==> src/rtl/mio_int_ctrl_if.sv <==
// mio_int_ctrl_if: interrupt sources, CPU Ireq/Iack handshake and MIO register port of mio_int_ctrl.
// slave = controller side; master = CPU / MIO bus / peripheral side.
interface mio_int_ctrl_if #(
   parameter int N_CH = 8,
   parameter int ID_W = 3
);
   logic [N_CH-1:0] irq_in;
   logic            Iack;
   logic [1:0]      reg_sel;
   logic            reg_we;
   logic [31:0]     reg_wdata;
   logic [31:0]     reg_rdata;
   logic            Ireq;
   logic [ID_W-1:0] int_id;

   modport slave (
      input  irq_in, Iack, reg_sel, reg_we, reg_wdata,
      output reg_rdata, Ireq, int_id
   );

   modport master (
      output irq_in, Iack, reg_sel, reg_we, reg_wdata,
      input  reg_rdata, Ireq, int_id
   );
endinterface

==> src/rtl/mio_int_ctrl.sv <==
// mio_int_ctrl: N_CH-source interrupt controller, fixed priority (ch0 highest), REQ/SERV/EOI handshake to the CPU.
// Source-to-Ireq latency 2 cycles (+2 with INTC_SYNC_EN synchroniser); no backpressure, register writes always accepted.
module mio_int_ctrl #(
   parameter int N_CH = 8,
   parameter int ID_W = 3
) (
   input  logic          clk,
   input  logic          reset,
   mio_int_ctrl_if.slave i_bus
);

   typedef enum logic [1:0] {
      ST_IDLE = 2'd0,
      ST_REQ  = 2'd1,
      ST_SERV = 2'd2
   } state_t;

   localparam logic [1:0] SEL_PEND = 2'd0;
   localparam logic [1:0] SEL_MASK = 2'd1;
   localparam logic [1:0] SEL_MODE = 2'd2;
   localparam logic [1:0] SEL_CTRL = 2'd3;

   state_t          r_state;
   state_t          w_state_nxt;
   logic            r_ireq;
   logic            w_ireq_nxt;
   logic [ID_W-1:0] r_int_id;
   logic [ID_W-1:0] w_id_nxt;
   logic [ID_W-1:0] w_winner;

   logic [N_CH-1:0] r_pend;
   logic [N_CH-1:0] r_mask;
   logic [N_CH-1:0] r_mode;
   logic [N_CH-1:0] r_prev;
   logic            r_iack_q;

   logic [N_CH-1:0] w_src;
   logic [N_CH-1:0] w_rise;
   logic [N_CH-1:0] w_ack_clr;
   logic [N_CH-1:0] w_w1c;
   logic [N_CH-1:0] w_pend_nxt;
   logic [N_CH-1:0] w_cand;
   logic [N_CH-1:0] w_wdata;
   logic            w_any;
   logic            w_iack_pulse;
   logic            w_ack;
   logic            w_eoi;
   logic            w_wr_pend;
   logic            w_wr_mask;
   logic            w_wr_mode;
   logic [31:0]     w_rdata;
   logic            w_unused_wdata;

   // Write data above the channel count is ignored by design.
   assign w_wdata        = i_bus.reg_wdata[N_CH-1:0];
   assign w_unused_wdata = ^i_bus.reg_wdata;

`ifdef INTC_SYNC_EN
   logic [N_CH-1:0] r_sync1;
   logic [N_CH-1:0] r_sync2;

   always_ff @(posedge clk or posedge reset) begin
      if (reset) begin
         r_sync1 <= '0;
         r_sync2 <= '0;
      end else begin
         r_sync1 <= i_bus.irq_in;
         r_sync2 <= r_sync1;
      end
   end

   assign w_src = r_sync2;
`else
   assign w_src = i_bus.irq_in;
`endif

   assign w_rise       = w_src & ~r_prev;
   assign w_iack_pulse = i_bus.Iack & ~r_iack_q;
   assign w_ack        = (r_state == ST_REQ) && w_iack_pulse;
   assign w_eoi        = i_bus.reg_we && (i_bus.reg_sel == SEL_CTRL) && (r_state == ST_SERV);
   assign w_wr_pend    = i_bus.reg_we && (i_bus.reg_sel == SEL_PEND);
   assign w_wr_mask    = i_bus.reg_we && (i_bus.reg_sel == SEL_MASK);
   assign w_wr_mode    = i_bus.reg_we && (i_bus.reg_sel == SEL_MODE);
   assign w_w1c        = w_wr_pend ? w_wdata : '0;

   always_comb begin
      w_ack_clr = '0;
      for (int i = 0; i < N_CH; i++) begin
         w_ack_clr[i] = w_ack && (r_int_id == ID_W'(i));
      end
   end

   // Edge channels: clears first, then a same-cycle rise re-sets. Level channels track the source.
   assign w_pend_nxt = (r_mode & ((r_pend & ~(w_w1c | w_ack_clr)) | w_rise))
                     | (~r_mode & w_src);

   assign w_cand = r_pend & r_mask;
   assign w_any  = |w_cand;

   always_comb begin
      w_winner = '0;
      for (int i = N_CH - 1; i >= 0; i--) begin
         if (w_cand[i]) begin
            w_winner = ID_W'(i);
         end
      end
   end

   always_ff @(posedge clk or posedge reset) begin
      if (reset) begin
         r_pend   <= '0;
         r_mask   <= '0;
         r_mode   <= '1;
         r_prev   <= '0;
         r_iack_q <= 1'b0;
      end else begin
         r_pend   <= w_pend_nxt;
         r_prev   <= w_src;
         r_iack_q <= i_bus.Iack;
         if (w_wr_mask) begin
            r_mask <= w_wdata;
         end
         if (w_wr_mode) begin
            r_mode <= w_wdata;
         end
      end
   end

   always_ff @(posedge clk or posedge reset) begin
      if (reset) begin
         r_state  <= ST_IDLE;
         r_ireq   <= 1'b0;
         r_int_id <= '0;
      end else begin
         r_state  <= w_state_nxt;
         r_ireq   <= w_ireq_nxt;
         r_int_id <= w_id_nxt;
      end
   end

   // int_id is frozen through REQ/SERV and returns to 0 on EOI so an idle CTRL reads 0.
   always_comb begin
      w_state_nxt = r_state;
      w_ireq_nxt  = r_ireq;
      w_id_nxt    = r_int_id;
      unique case (r_state)
         ST_IDLE: begin
            if (w_any) begin
               w_state_nxt = ST_REQ;
               w_ireq_nxt  = 1'b1;
               w_id_nxt    = w_winner;
            end
         end
         ST_REQ: begin
            if (w_ack) begin
               w_state_nxt = ST_SERV;
               w_ireq_nxt  = 1'b0;
            end
         end
         ST_SERV: begin
            if (w_eoi) begin
               w_state_nxt = ST_IDLE;
               w_id_nxt    = '0;
            end
         end
         default: begin
            w_state_nxt = ST_IDLE;
            w_ireq_nxt  = 1'b0;
            w_id_nxt    = '0;
         end
      endcase
   end

   always_comb begin
      w_rdata = '0;
      unique case (i_bus.reg_sel)
         SEL_PEND: w_rdata[N_CH-1:0] = r_pend;
         SEL_MASK: w_rdata[N_CH-1:0] = r_mask;
         SEL_MODE: w_rdata[N_CH-1:0] = r_mode;
         SEL_CTRL: begin
            w_rdata[31]        = (r_state == ST_SERV);
            w_rdata[30:29]     = r_state;
            w_rdata[ID_W-1:0]  = r_int_id;
         end
         default: w_rdata = '0;
      endcase
   end

   assign i_bus.reg_rdata = w_rdata;
   assign i_bus.Ireq      = r_ireq;
   assign i_bus.int_id    = r_int_id;

endmodule
==> src/flat_wrapper.sv <==
// flat-port wrapper written by rule: the top's interface ports become plain ports
module mio_int_ctrl_flat 
#(
   parameter int N_CH = 8,
   parameter int ID_W = 3
)
  (clk, reset, i_bus_irq_in, i_bus_Iack, i_bus_reg_sel, i_bus_reg_we, i_bus_reg_wdata, i_bus_reg_rdata, i_bus_Ireq, i_bus_int_id);
  mio_int_ctrl_if #(.N_CH(N_CH), .ID_W(ID_W)) i_bus_i ();
  input  logic clk;
  input  logic reset;
  input wire logic [$bits(i_bus_i.irq_in)-1:0] i_bus_irq_in;
  input wire logic [$bits(i_bus_i.Iack)-1:0] i_bus_Iack;
  input wire logic [$bits(i_bus_i.reg_sel)-1:0] i_bus_reg_sel;
  input wire logic [$bits(i_bus_i.reg_we)-1:0] i_bus_reg_we;
  input wire logic [$bits(i_bus_i.reg_wdata)-1:0] i_bus_reg_wdata;
  output wire logic [$bits(i_bus_i.reg_rdata)-1:0] i_bus_reg_rdata;
  output wire logic [$bits(i_bus_i.Ireq)-1:0] i_bus_Ireq;
  output wire logic [$bits(i_bus_i.int_id)-1:0] i_bus_int_id;
  assign i_bus_i.irq_in = i_bus_irq_in;
  assign i_bus_i.Iack = i_bus_Iack;
  assign i_bus_i.reg_sel = i_bus_reg_sel;
  assign i_bus_i.reg_we = i_bus_reg_we;
  assign i_bus_i.reg_wdata = i_bus_reg_wdata;
  assign i_bus_reg_rdata = i_bus_i.reg_rdata;
  assign i_bus_Ireq = i_bus_i.Ireq;
  assign i_bus_int_id = i_bus_i.int_id;
  mio_int_ctrl #(.N_CH(N_CH), .ID_W(ID_W)) u_core (.clk(clk), .reset(reset), .i_bus(i_bus_i));
endmodule
==> config.mk <==
export PLATFORM = sky130hd
export DESIGN_NAME = mio_int_ctrl_flat
export DESIGN_NICKNAME = d
export VERILOG_FILES = /design/src/rtl/mio_int_ctrl_if.sv /design/src/rtl/mio_int_ctrl.sv /design/src/flat_wrapper.sv
export SDC_FILE = /design/constraint.sdc
export NUM_CORES = 1
export LEC_CHECK = 0
export ABC_AREA = 1
export CAP_MARGIN = 20
export CORE_AREA = 2 2 55 96
export CTS_CLUSTER_DIAMETER = 60
export DETAILED_ROUTE_END_ITERATION = 7
export DIE_AREA = 0 0 57 98
export GPL_ROUTABILITY_DRIVEN = 0
export PLACE_DENSITY = 0.85
export SYNTH_ARGS = -nofsm -noshare
export SYNTH_HDL_FRONTEND = slang
export SYNTH_SLANG_ARGS = --single-unit
==> constraint.sdc <==
create_clock -name clk -period 1.6 [get_ports clk]
set_clock_uncertainty 0.1 [all_clocks]
set_input_delay 0.24 -clock clk [delete_from_list [all_inputs] [get_ports clk]]
set_output_delay 0.24 -clock clk [all_outputs]
set_load 0.005 [all_outputs]
==> flow_metrics.tcl, run 1 <==
set metrics [dict create \
    p_seq_share_pct 38.7 \
    fin_nets 382 \
    nFillCells 432 \
    place_ws_ns -0.505 \
    antenna_found_initial 0 \
    yosysSeqAreaShare_pct 49.0 \
    clkTransAtPathRegs_ns 0.08 \
    cts_tree "done" \
    grt_use_met1_pct 20.7 \
    drc 0 \
    worstPathArrival_ns 1.21 \
    r2r_cells 8 \
    total_power_mw 3.33 \
    drt_iter0_drc 62 \
    grtUsageTotal_pct 19.0 \
    start_kind "flop" \
    multi_input_area_sq_um 865 \
    die_width_um 57 \
    reg2reg_to "u_core.r_pend[3]$_DFF_PP0_" \
    setup_tns_ns 0 \
    grt_max_degree 40 \
    combPwrFrac_pct 32.2 \
    cap_violations 0 \
    cp-end-kind "output port" \
    drtAntennaViolNets 0 \
    clock_latency_ns 0.29 \
    synth_area_sq_mm 0.00201 \
    cts_sinks 39 \
    fmax_ghz 0.646 \
    htreeDepth 2 \
    outcome "completed" \
    reg2reg_slack_ns 0.13 \
    clock-root-buffer "clkbuf_8" \
    syn_area_per_cell_sq_um 7.59 \
    critical_path_class "reg2out" \
    die_area_sq_mm 0.00559 \
    netlist_instances 265 \
    start_util_pct 41.5 \
    ys_ff_latch 39 \
    grt_pass1_vias 1863 \
    crit_family "flip-flops" \
    crit_fanout 2 \
    rows 34 \
    busiest_layer "met2" \
    grtUsageMet3_pct 2.65 \
    drive_gt1_share_pct 20.5 \
    setup_viol 0 \
    path_cells "nand2_1, nand3_1, dlygate4sd2_1" \
    worstPathRequired_ns 1.26 \
    synth.distinct_cells 19 \
    fin_cells 391 \
    fin_crit_sh_pct 96.7 \
    power.internal_mw 2.30 \
    hpwl_um 3400 \
    power_frac_clock_pct 29.0 \
    dp.cells 366 \
    antenna_cells 0 \
    peakVddDrop_uv 851 \
    min_path_type "in2async" \
    power_switching_mw 1.03 \
    routed_wl_um 4860 \
    period_needed_ns 1.55 \
    layout.area.seq_sq_um 986 \
    grt_overflow 0 \
    crit_slowest_cell "dfstp_2" \
    p_leak_nw 1.44 \
    grt_pass1_wl_um 8250 \
    drt-vias-per-instance 4.91 \
    io_pins 82 \
    met2_usage_pct 32.8 \
    cts_made_buffers 5 \
    cts.path.max_buffers 2 \
    path_buf_inv 1 \
    slew_violations 0 \
    p_sw_share_pct 31.0 \
    first_pass_iters 4 \
    yosysWarnings 0 \
    hold_viol_final 0 \
    port_buffers 36 \
    powerDensity_mw_per_mm2 1220 \
    worst_slack_ns 0.0522 \
    cpPeakStageDelay_ns 0.54 \
    vias 1920 \
    rsz0062_at_grt "no" \
    r2r_start "u_core.r_state[1]$_DFFE_PP0P_" \
    syn2layout_area_growth_pct 35.5 \
    wire_per_inst_um 12.4 \
    die_h_um 98 \
    coreArea_sq_mm 0.00485 \
]
-- Yosys cell counts --
library cell    n  share of area [%]
nor2_1         13                2.4
nor2_2          3               0.93
nand3_1         9                2.2
nand4_1         8                2.5
nand3_2         1               0.50
inv_1          22                4.1
o21ai_0        17                4.2
o21ai_2         1               0.44
buf_2           2               0.50
dfstp_2         8                 10
dfrtp_1        31                 39
nand2_1       118                 22
inv_2           3               0.56
a31oi_1         1               0.31
o2111ai_1       3                1.3
buf_4          21                7.8
o21ai_1         1               0.25
nand2_2         2               0.62
conb_1          1               0.19
-- final cells by class --
| class | instances | share of cell area, % |
|---|---|---|
| Tap cell | 54 | 2.48 |
| Timing Repair inverter | 1 | 0.276 |
| Inverter | 25 | 3.63 |
| Sequential cell | 39 | 36.2 |
| Multi-Input combinational cell | 198 | 31.7 |
| Clock inverter | 2 | 2.20 |
| Timing Repair Buffer | 66 | 20.8 |
| Clock buffer | 6 | 2.66 |
-- worst register-to-register path, stage by stage, from the launching register on --
cell and delay [ns]:
dfrtp_1 0.38, buf_4 0.15, nor2_4 0.13, nand3_2 0.10, nor2_1 0.11, buf_4 0.14
nand2_1 0.08, nand4_1 0.09, nand2_1 0.07
-- registers in the layout, summed over array words and instances (netlist names) --
register,count
u_core.r_mask,8
u_core.r_mode,8
u_core.r_pend,8
u_core.r_prev,8
u_core.i_bus.int_id,3
u_core.r_state,2
u_core.i_bus.Ireq,1
u_core.r_iack_q,1
-- power groups by stage --
stage / clock [mW] / combinational (mW) / sequential (mW)
4_1_cts: 0.978 / 1.05 / 1.29
2_1_floorplan: 0 / 0.535 / 1.33
5_1_grt: 1.01 / 1.21 / 1.31
3_3_place_gp: 0 / 0.969 / 1.31
3_5_place_dp: 0 / 0.992 / 1.32
6_report: 0.968 / 1.07 / 1.29
-- through the flow --
stage	utilization (%)	hold slack (ns)	instance area [sq um]
global placement	50.8	0.361	2460
CTS	56.0	0.204	2710
finish	56.2	0.189	2720
detailed placement	50.8	0.368	2460
floorplan	-	0.171	2090
global route	56.2	0.230	2720
-- worst max path at each step --
| stage | start | endpoint | slack, ns | cells past startpoint |
|---|---|---|---|---|
| floorplan | reset | u_core.i_bus.Ireq$_DFFE_PP0P_ | 0.38 | 1 |
| global placement | i_bus_reg_sel[0] | i_bus_reg_rdata[1] | -0.49 | 7 |
| detailed placement | i_bus_reg_sel[0] | i_bus_reg_rdata[1] | -0.51 | 7 |
| CTS | i_bus_reg_sel[0] | i_bus_reg_rdata[1] | -0.05 | 8 |
| global route | u_core.r_state[0]$_DFFE_PP0P_ | i_bus_reg_rdata[31] | 0.006 | 5 |
| finish | u_core.r_mode[3]$_DFFE_PP1P_ | i_bus_reg_rdata[3] | 0.05 | 3 |
-- metal layers --
| metal | routed length [um] | up-vias |
|---|---|---|
| met5 | 0 | - |
| met4 | 269 | 0 |
| met3 | 275 | 22 |
| met2 | 2620 | 87 |
| met1 | 1690 | 886 |
| li1 | - | 925 |
-- what timing repair did --
action / 4_1_cts / 5_1_grt
hold buffers: 0 / 0
pin swaps: 2 / 0
gates resized for setup: 32 / 10
gates cloned: 1 / 0
setup endpoints to repair: 13 / 10
buffers inserted: 15 / 1
-- kinds of logic after synthesis --
group,Yosys count,share of synthesized area [%]
AND/OR/NAND/NOR,154,31.2
buffers and inverters,48,13.0
AO/OA/AOI/OAI,23,6.53
other,1,0.187
flip-flops,39,49.0
-- cell usage in the layout, fill, tap and decap left out --
master / Yosys / final
nand2_1: 118 / 116
dfrtp_1: 31 / 31
buf_4: 21 / 29
conb_1: 1 / 21
inv_1: 22 / 20
clkdlybuf4s50_1: 0 / 20
o21ai_0: 17 / 17
nor2_1: 13 / 11
nand3_1: 9 / 9
nand4_1: 8 / 8
dlygate4sd2_1: 0 / 8
dfstp_2: 8 / 8
clkbuf_8: 0 / 5
nor2_2: 3 / 4
inv_2: 3 / 3
nand2_2: 2 / 3
clkbuf_2: 0 / 3
inv_4: 0 / 2
o2111ai_1: 3 / 2
bufinv_16: 0 / 2
buf_2: 2 / 2
nand2_4: 0 / 1
nor2_4: 0 / 1
o21ai_2: 1 / 1
a31oi_1: 1 / 1
nand3_2: 1 / 1
o2111ai_2: 0 / 1
o21ai_1: 1 / 1
clkbuf_1: 0 / 1
clkinvlp_4: 0 / 1
clkdlybuf4s15_2: 0 / 1
dlymetal6s2s_1: 0 / 1
clkdlybuf4s15_1: 0 / 1
buf_12: 0 / 1
Power figures use the tool's default switching activity.
==> run 2, diff against run 1 <==
CELL_PAD_IN_SITES_DETAIL_PLACEMENT = 1   (was unset)
CELL_PAD_IN_SITES_GLOBAL_PLACEMENT = 2   (was unset)
CORE_AREA = 2 2 74 129   (was 2 2 55 96)
DIE_AREA = 0 0 76 131   (was 0 0 57 98)
==> run 2 against run 1 <==
Flip-flop and latch count stayed put. First-iteration DRC count decreased by 15%. Setup slack worse by 0.0074 ns. Cell count is 16% higher. Global-route usage is 6.4 points lower. Hold slack gained 0.021 ns. Clock power up 8%.
==> flow_metrics.tcl, run 2 (synthesis gave the netlist of run 1 again) <==
set metrics [dict create \
    cap_violations 0 \
    crit_family "flip-flops" \
    cpPeakStageDelay_ns 0.53 \
    drc 0 \
    worstPathArrival_ns 1.22 \
    final_common_cell "nand2_1" \
    fin_nets 378 \
    clkTransAtPathRegs_ns 0.06 \
    utilization_pct 31.6 \
    syn2layout_area_growth_pct 40.3 \
    powerDensity_mw_per_mm2 1230 \
    grt_pass1_vias 1947 \
    grt_pass1_wl_um 9470 \
    p_leak_nw 1.45 \
    rows 46 \
    wire_per_inst_um 12.8 \
    place_ws_ns -0.553 \
    crit_slowest_cell "dfstp_2" \
    slew_violations 0 \
    die_h_um 131 \
    fin_crit_sh_pct 97.2 \
    clock_latency_ns 0.29 \
    grt_overflow 0 \
    drt-vias-per-instance 4.10 \
    setup_viol 0 \
    grt_max_degree 40 \
    power_switching_mw 1.10 \
    p_sw_share_pct 31.6 \
    worstPathRequired_ns 1.26 \
    port_buffers 36 \
    hold_viol_final 0 \
    path_buf_inv 1 \
    power_frac_clock_pct 30.1 \
    start_kind "flop" \
    cts_sinks 39 \
    start_util_pct 22.5 \
    setup_tns_ns 0 \
    layout_common_cells "115 x nand2_1, 31 x dfrtp_1, 23 x buf_4" \
    io_pins 82 \
    critical_path_class "reg2out" \
    drt_iter0_drc 53 \
    die_width_um 76 \
    combPwrFrac_pct 32.4 \
    path_cells "nand2_1, nand3_1, dlygate4sd2_1" \
    cp-end-kind "output port" \
    peakVddDrop_uv 599 \
    first_pass_iters 4 \
    fin_cells 453 \
    power.internal_mw 2.38 \
    clock-root-buffer "clkbuf_16" \
    nFillCells 1102 \
    hpwl_um 4560 \
    antenna_found_initial 0 \
    dp.cells 439 \
    routed_wl_um 5820 \
    crit_fanout 2 \
    cts_hold_buf 0 \
    cts.path.max_buffers 2 \
    antenna_cells 0 \
    p_seq_share_pct 37.5 \
    coreArea_sq_mm 0.00892 \
    worst_slack_ns 0.0448 \
    fmax_ghz 0.643 \
    period_needed_ns 1.56 \
    drive_gt1_share_pct 20.4 \
    htreeDepth 2 \
    cts_made_buffers 5 \
    cts_tree "done" \
    grtUsageTotal_pct 12.6 \
    outcome "completed" \
    vias 1856 \
    drtAntennaViolNets 0 \
    rsz0062_at_grt "no" \
    die_area_sq_mm 0.00996 \
    min_path_type "in2async" \
]
==> run 2: changes by cell type in the layout (fill, tap and decap cells not counted), sizes merged <==
| cell | previous run | this run |
|---|---|---|
| dlygate4sd2 | 8 | 6 |
| dlymetal6s2s | 1 | 2 |
| bufinv | 2 | 0 |
| clkdlybuf4s15 | 2 | 1 |
| clkinvlp | 1 | 0 |
| buf | 32 | 33 |
==> run 2: per-stage QoR <==
step / area [sq um] / hold slack, ns / total power, mW
2_1_floorplan: 2090 / 0.171 / 1.86
3_3_place_gp: 2620 / 0.358 / 2.39
3_5_place_dp: 2620 / 0.392 / 2.43
4_1_cts: 2820 / 0.217 / 3.53
5_1_grt: 2820 / 0.233 / 3.72
6_report: 2820 / 0.210 / 3.48
==> run 2: final cells by class <==
type                            instances  area (sq um)  share of cell area, %
Sequential cell                        39           986                   34.9
Multi-Input combinational cell        198           866                   30.7
Timing Repair Buffer                   63           567                   20.1
Clock buffer                            8           156                   5.54
Tap cell                              120           150                   5.32
Inverter                               25          96.3                   3.41
==> run 2: routing by layer <==
layer  global-route usage [%]  wire length [um]  vias to the layer above  share of wire (%)
met4                     6.31               155                        0                2.7
met5                        0                 0                        -                  0
li1                         -                 -                      919                  -
met3                     2.95               263                        8                4.5
met1                     11.8              2070                      881                 36
met2                     25.3              3330                       48                 57
==> run 2: power groups by stage <==
| stage | logic, mW | clock network (mW) | registers [mW] |
|---|---|---|---|
| 5_1_grt | 1.28 | 1.11 | 1.33 |
| 4_1_cts | 1.14 | 1.08 | 1.31 |
| 6_report | 1.13 | 1.05 | 1.31 |
| 3_3_place_gp | 1.08 | 0 | 1.32 |
| 3_5_place_dp | 1.10 | 0 | 1.33 |
| 2_1_floorplan | 0.535 | 0 | 1.33 |
==> run 2: worst paths after layout <==
check	start	endpoint	slack (ns)	depth (start not counted)
worst min-delay path	reset	u_core.r_pend[4]$_DFF_PP0_	0.21	3
worst min register to register	u_core.i_bus.Ireq$_DFFE_PP0P_	u_core.i_bus.Ireq$_DFFE_PP0P_	0.39	2
max in group asynchronous	reset	u_core.r_mode[1]$_DFFE_PP1P_	0.93	3
worst max-delay path	u_core.r_mode[6]$_DFFE_PP1P_	i_bus_reg_rdata[6]	0.04	3
worst max register to register	u_core.r_state[0]$_DFFE_PP0P_	u_core.i_bus.int_id[1]$_DFFE_PP0P_	0.14	8
min in group clk	i_bus_irq_in[4]	u_core.r_prev[4]$_DFF_PP0_	0.32	1
==> run 2: repair_timing <==
item,4_1_cts,5_1_grt
pin swaps,1,1
endpoints found under the setup margin,13,7
resized for setup,41,9
setup buffers,4,2
==> run 2: worst register-to-register path, delay by kind of cell (launching register included) <==
kind	cells	cell delay [ns]
simple gates	6	0.67
compound gates	1	0.08
flops	1	0.38
buf+inv	1	0.15
==> run 3, diff against run 2 <==
PLACE_DENSITY = unset   (was 0.85)
PLACE_DENSITY_LB_ADDON = 0.1   (was unset)
==> run 3 against run 2 <==
Sequential power about the same. Via count fell by 1.1%. Sequential share of layout area fell by 0.25 points. Combinational power hardly changed. Cell count is 0.88% higher. First-iteration DRC count increased by 40%. Global-route usage up 1.2 points. Maximum frequency rose by 1.3%. Critical path type unchanged. Highest routed layer unchanged.
==> flow_metrics.tcl, run 3 (synthesis gave the netlist of run 1 again) <==
set metrics [dict create \
    setup_viol 0 \
    cts_sinks 39 \
    cts_made_buffers 5 \
    worstPathRequired_ns 1.26 \
    port_buffers 36 \
    fin_cells 457 \
    layout.area.seq_sq_um 986 \
    syn2layout_area_growth_pct 41.3 \
    cts.path.max_buffers 2 \
    crit_fanout 2 \
    cap_violations 0 \
    multi_input_area_sq_um 858 \
    wire_per_inst_um 13.6 \
    utilization_pct 31.9 \
    antenna_cells 0 \
    r2r_start "u_core.r_state[1]$_DFFE_PP0P_" \
    hold_viol_final 0 \
    die_area_sq_mm 0.00996 \
    drc 0 \
    routed_wl_um 6230 \
    rows 46 \
    r2r_cells 7 \
    critical_path_class "reg2out" \
    io_pins 82 \
    grt_max_degree 40 \
    grt_overflow 0 \
    drt_iter0_drc 74 \
    layout_common_cells "115 x nand2_1, 31 x dfrtp_1, 27 x buf_4" \
    clock_latency_ns 0.29 \
    htreeDepth 2 \
    antenna_found_initial 0 \
    fmax_ghz 0.652 \
    dp.cells 442 \
    worst_slack_ns 0.0653 \
    grtUsageTotal_pct 13.7 \
    first_pass_iters 4 \
    outcome "completed" \
    drive_gt1_share_pct 20.8 \
    min_path_type "in2async" \
    slew_violations 0 \
    total_power_mw 3.40 \
    place_ws_ns -0.539 \
    fin_crit_sh_pct 95.9 \
    clock-root-buffer "clkbuf_16" \
    placed_area_sq_mm 0.00266 \
    drtAntennaViolNets 0 \
    start_kind "flop" \
    clkTransAtPathRegs_ns 0.06 \
    p_leak_nw 1.43 \
    fin_nets 382 \
    coreArea_sq_mm 0.00892 \
    cts_tree "done" \
    reg2reg_slack_ns 0.14 \
    final_area_sq_mm 0.00284 \
    grt_pass1_vias 1903 \
    period_needed_ns 1.53 \
    nFillCells 1104 \
    grt_pass1_wl_um 10200 \
    vias 1836 \
    worstPathArrival_ns 1.19 \
    powerDensity_mw_per_mm2 1200 \
    rsz0062_at_grt "no" \
    peakVddDrop_uv 447 \
    hpwl_um 4720 \
    final_common_cell "nand2_1" \
    cp-end-kind "output port" \
    cts_hold_buf 0 \
    die_h_um 131 \
    start_util_pct 22.5 \
    drt-vias-per-instance 4.02 \
    die_width_um 76 \
    reg2reg_to "u_core.r_pend[5]$_DFF_PP0_" \
]
[run 3: worst max-delay path by stage]
stage / startpoint / endpoint / slack, ns / depth (start not counted)
global placement: i_bus_reg_sel[0] / i_bus_reg_rdata[2] / -0.53 / 7
CTS: i_bus_reg_sel[0] / i_bus_reg_rdata[6] / 0.009 / 8
finish: u_core.r_mode[7]$_DFFE_PP1P_ / i_bus_reg_rdata[7] / 0.07 / 3
floorplan: reset / u_core.i_bus.Ireq$_DFFE_PP0P_ / 0.38 / 1
global route: i_bus_reg_sel[1] / i_bus_reg_rdata[4] / 0.006 / 8
detailed placement: i_bus_reg_sel[0] / i_bus_reg_rdata[2] / -0.54 / 7
[run 3: final cells by class]
class,instances,share of cell area (%)
Clock buffer,7,4.67
Clock inverter,1,0.176
Sequential cell,39,34.7
Multi-Input combinational cell,198,30.2
Tap cell,120,5.28
Inverter,25,3.48
Timing Repair Buffer,67,21.5
[run 3: power by group]
group	leakage [nW]	switching [mW]	internal (mW)
registers	0.458	0.110	1.19
clock network	0.0679	0.405	0.577
logic	0.908	0.601	0.526
[run 3: through the flow]
step           TNS (ns)  hold slack, ns
2_1_floorplan         0           0.171
4_1_cts               0           0.216
6_report              0           0.210
3_5_place_dp      -8.74           0.364
5_1_grt               0           0.248
3_3_place_gp      -8.05           0.363
[run 3: worst max-delay path, stage by stage, from the launching register on]
cell	delay (ns)
dfstp_2	0.53
nand2_1	0.05
nand3_1	0.09
dlygate4sd2_1	0.24
[run 3: repair_timing]
item,CTS,global route
endpoints found under the setup margin,14,9
pin swaps,2,0
gates resized for setup,35,10
setup buffers,7,0
[run 3: layer usage]
layer | vias up | track usage [%] | share of wire (%) | wire, um
met4 | 0 | 6.10 | 2.0 | 122
li1 | 933 | - | - | -
met2 | 40 | 26.5 | 56 | 3520
met5 | - | 0 | 0 | 0
met3 | 7 | 2.47 | 3.7 | 228
met1 | 856 | 14.6 | 38 | 2360
